==> config.mk <==
export PLATFORM = sky130hd
export DESIGN_NAME = sync_fifo
export DESIGN_NICKNAME = d
export VERILOG_FILES = /design/src/rtl/sync_fifo.sv
export SDC_FILE = /design/constraint.sdc
export NUM_CORES = 1
export LEC_CHECK = 0
export ABC_AREA = 1
export BUFFER_PORTS_ARGS = -buffer_cell sky130_fd_sc_hd__buf_2
export CAP_MARGIN = 20
export CORE_UTILIZATION = 45
export DETAILED_ROUTE_END_ITERATION = 6
export GPL_TIMING_DRIVEN = 0
export PLACE_DENSITY = 0.62
export SETUP_SLACK_MARGIN = 0.05
export SKIP_CTS_REPAIR_TIMING = 1
export SYNTH_ARGS = -nofsm -noshare
export SYNTH_HDL_FRONTEND = slang
export SYNTH_SLANG_ARGS = --single-unit
==> constraint.sdc <==
create_clock -name clock -period 2.36 [get_ports clock]
set_input_delay 0.472 -clock clock [delete_from_list [all_inputs] [get_ports clock]]
set_output_delay 0.472 -clock clock [all_outputs]
set_load 0.01 [all_outputs]
==> src/rtl/sync_fifo.sv <==
// Synchronous valid/ready FIFO with show-ahead read port, almost-full flag and flush.
// Define SYNC_FIFO_COUNT_EN to drive the live occupancy on `count`; otherwise it reads zero.
module sync_fifo #(
    parameter int WIDTH    = 8,
    parameter int DEPTH    = 8,
    parameter int AF_LEVEL = 6
) (
    input  logic                     clock,
    input  logic                     reset_L,
    input  logic                     clear,
    input  logic [WIDTH-1:0]         in_data,
    input  logic                     in_valid,
    output logic                     in_ready,
    output logic [WIDTH-1:0]         out_data,
    output logic                     out_valid,
    input  logic                     out_ready,
    output logic                     almost_full,
    output logic [$clog2(DEPTH):0]   count
);
    localparam int AW = $clog2(DEPTH);
    localparam int CW = AW + 1;

    logic [WIDTH-1:0] mem [DEPTH];
    logic [AW-1:0]    wr_ptr;
    logic [AW-1:0]    rd_ptr;
    logic [CW-1:0]    occ;
    logic             push;
    logic             pop;

    // Flags derive from registered occupancy only, so no input reaches an output combinationally.
    assign in_ready    = (occ != CW'(DEPTH));
    assign out_valid   = (occ != '0);
    assign almost_full = (occ >= CW'(AF_LEVEL));
    assign out_data    = out_valid ? mem[rd_ptr] : '0;

    assign push = in_valid && in_ready;
    assign pop  = out_valid && out_ready;

    always_ff @(posedge clock or negedge reset_L) begin
        if (!reset_L) begin
            wr_ptr <= '0;
            rd_ptr <= '0;
            occ    <= '0;
        end else if (clear) begin
            wr_ptr <= '0;
            rd_ptr <= '0;
            occ    <= '0;
        end else begin
            if (push) wr_ptr <= wr_ptr + AW'(1);
            if (pop)  rd_ptr <= rd_ptr + AW'(1);
            case ({push, pop})
                2'b10:   occ <= occ + CW'(1);
                2'b01:   occ <= occ - CW'(1);
                default: occ <= occ;
            endcase
        end
    end

    // Storage is never reset; the empty-masked out_data hides stale entries.
    always_ff @(posedge clock) begin
        if (push && !clear) mem[wr_ptr] <= in_data;
    end

`ifdef SYNC_FIFO_COUNT_EN
    assign count = occ;
`else
    assign count = '0;
`endif

endmodule

==> run metrics <==
Syn Area/Cell 11.5 sq um; pwr dens 1130 mW/mm^2; routed length per instance 16.5 um; vias in the first global route 1,985; final hold vios 0; Iter 0 DRT Violations 209; Vias 2,146; number of distinct library cells after synthesis 26; Final Cycle Share 94.7%; clk_skew 0.00713 ns; Setup Crit Path Kind reg2out; setup_tns 0 ns; Core Util, Final 56.4%; reg2reg end mem[1][4]$_DFFE_PP_; synthesized flop and latch total 74; Syn Inst Count 280; RSZ-0062 raised after global routing no; Slew Viols, Final 0; antenna diode count 0; total core area 0.00687 sq mm; Post-DRT Antenna Nets 0; Clock Latency Late Sink 0.34 ns; Synth Area in Simple Gates 15.8%; Num CTS Buffers 9; gr usage total 19.6%; Critical path origin rd_ptr[0]$_DFFE_PN0P_; layout cells sized above 1 25.1%; CP max stage delay 0.40 ns; sw power 1.53 mW; Initial Utilization 46.9%; via/cell ratio 5.12; Fillers 588; CTS Buffer Depth 2; num rows 30; Worst Hold Class in2reg; compound-cell area share of the yosys netlist 10.7%; clock tree from TritonCTS done; most frequent CP cell nor2_1; FF+latch area 0.00217 sq mm; FF-to-FF Start occ[0]$_DFFE_PN0P_; count of final setup violators 0; Remaining Overflow, GRT 0; nature of the critical path startpoint flop; CP cell instances buf_6 -> clkinv_8 -> buf_8 -> nor2_1 -> o32ai_2 -> o21ai_1 -> nor2_1 -> buf_2; Root Buffer clkbuf_8; multi-input logic area 997 sq um; sw frac 34.9%; final wirelength 6.93 mm; largest family of logic cells by synthesized area simple AND/OR/NAND/NOR gates; CP Max Fanout 8; register area share after synthesis 67.4%; initial antenna violation count 0; outcome finished, final reports clean; Mapped Area 0.00322 sq mm; Peak Freq 447 MHz; sequential share of power 35.8%; xor and xnor area share after synthesis 0.272%; Detailed Routing Iterations Pass 1 4; max_slew headroom 44.6%; Die ar. 0.00751 sq mm; slowest CP cell dfrtp_1; CP Capture Type output port; mux contribution to synthesized area 0%; crit path to out_data[3]; FF-to-FF path depth 6; total power draw 4.40 mW; Nets 336; die height 86.6 um; Remaining DRCs 0; largest net degree at the start of global routing 13; Clock transition at path regs 0.07 ns; Max-cap violations 0; H-tree depth 3; Int Power 2.86 mW; worst reg2reg setup slack 0.29 ns; DP Wirelength 4.47 mm; VDD IR max 0.455 mV; die width 86.6 um; Synth Area in Adders 1.55%; GPL Wtd Cong 0.805; P_leak 1.49 nW; min Tclk post-route 2.23 ns; Yosys warning total 0; first-pass GRT wire length 10.5 mm; critical path data required time 1.89 ns; Worst Tran Pin Value 0.827 ns; IO Port Bufs 23; area grow syn2layout 20.1%; final hold slack 0.422 ns; clock share of power 25.9%; boundary pin count 28; worst path arrival time 1.76 ns; combinational power share 38.3%; Sink Count 74
[how the worst min path moves through the flow]
stage,slack [ns],startpoint,depth (start not counted),to
6_report,0.42,in_data[1],1,mem[0][1]$_DFFE_PP_
5_1_grt,0.43,in_data[1],1,mem[3][1]$_DFFE_PP_
4_1_cts,-0.02,reset_L,1,wr_ptr[0]$_DFFE_PN0P_
3_5_place_dp,0.34,reset_L,1,wr_ptr[0]$_DFFE_PN0P_
3_3_place_gp,0.34,reset_L,1,wr_ptr[0]$_DFFE_PN0P_
2_1_floorplan,0.18,reset_L,0,occ[0]$_DFFE_PN0P_
[logic make-up (layout without fill, tap and decap cells)]
logic type	after synthesis	after routing
AO/OA/AOI/OAI	54	54
XOR/XNOR	1	1
adder cells (fa/ha/maj)	4	4
buffers and inverters	30	70
flip-flops	74	74
other	1	4
AND/OR/NAND/NOR	116	116
[stage by stage]
step                      instance area (sq um)  instances  setup WS (ns)
after global routing                       3870        419         0.0451
after detailed placement                   3470        402          0.148
final                                      3870        419          0.125
after floorplan                            3240        283          0.622
after CTS                                  3700        417         -0.230
after global placement                     3470        402          0.160
[layer usage]
| layer | vias up | track usage (%) | routed length, um |
|---|---|---|---|
| met3 | 6 | 2.86 | 276 |
| met5 | - | 0 | 0 |
| met2 | 44 | 29.1 | 3270 |
| met1 | 1038 | 28.9 | 3310 |
| met4 | 0 | 8.64 | 75 |
| li1 | 1058 | - | - |
[state kept, by name, indices dropped and copies added, names as in the netlist]
name / flops
mem: 64
occ: 4
rd_ptr: 3
wr_ptr: 3
[cell usage after synthesis]
cell type  count  share of area (%)
a22o_1         1               0.27
nor2_4         1               0.35
dfrtp_1       10                7.8
o32ai_1       16                4.3
buf_4          4               0.93
nand3_1        3               0.47
edfxtp_1      64                 60
nand2_1       21                2.4
inv_2          4               0.47
a21oi_1        4               0.62
nand2_4        4                1.4
o21ai_0       30                4.7
xor2_1         1               0.27
nand3_2        2               0.62
clkbuf_1       6               0.70
nand2_2        4               0.78
ha_1           4                1.6
nor2_1        77                9.0
a21oi_4        1               0.50
clkbuf_2       1               0.16
nor2_2         3               0.58
inv_1         11                1.3
nand3b_1       1               0.23
buf_2          4               0.62
o21ai_1        2               0.31
conb_1         1               0.12
[critical path, delay by kind of cell (launching register included)]
family                 cells  cell delay [ns]
and+or+nand+nor            2             0.14
AOI/OAI and AO/OA          2             0.42
buffers and inverters      4             0.47
DFF                        1             0.40
[power groups by stage]
stage / clock network [mW] / logic [mW] / registers (mW)
5_1_grt: 1.20 / 1.85 / 1.58
4_1_cts: 1.15 / 1.42 / 1.57
6_report: 1.14 / 1.69 / 1.57
3_3_place_gp: 0 / 1.41 / 1.60
3_5_place_dp: 0 / 1.41 / 1.60
2_1_floorplan: 0 / 0.972 / 1.58
[cell type report]
cell class | instances | share of cell area [%]
flip-flops and latches | 74 | 56.1
multi-input cells | 179 | 25.7
repair buffers | 25 | 3.88
plain buffers | 15 | 3.46
clock buffers | 9 | 3.20
well taps | 96 | 3.10
clock inverters | 6 | 2.75
inverters | 15 | 1.78
[cells in the final DEF (no fill, tap or decap), drive strengths merged]
cell type	n
nor2	81
edfxtp	64
buf	34
o21ai	32
nand2	29
o32ai	16
inv	14
clkbuf	14
dfrtp	10
a21oi	5
nand3	5
ha	4
conb	4
bufinv	3
clkinv	3
xor2	1
a22o	1
nand3b	1
clkinvlp	1
dlygate4sd3	1
(Power assumes the default switching activity.)
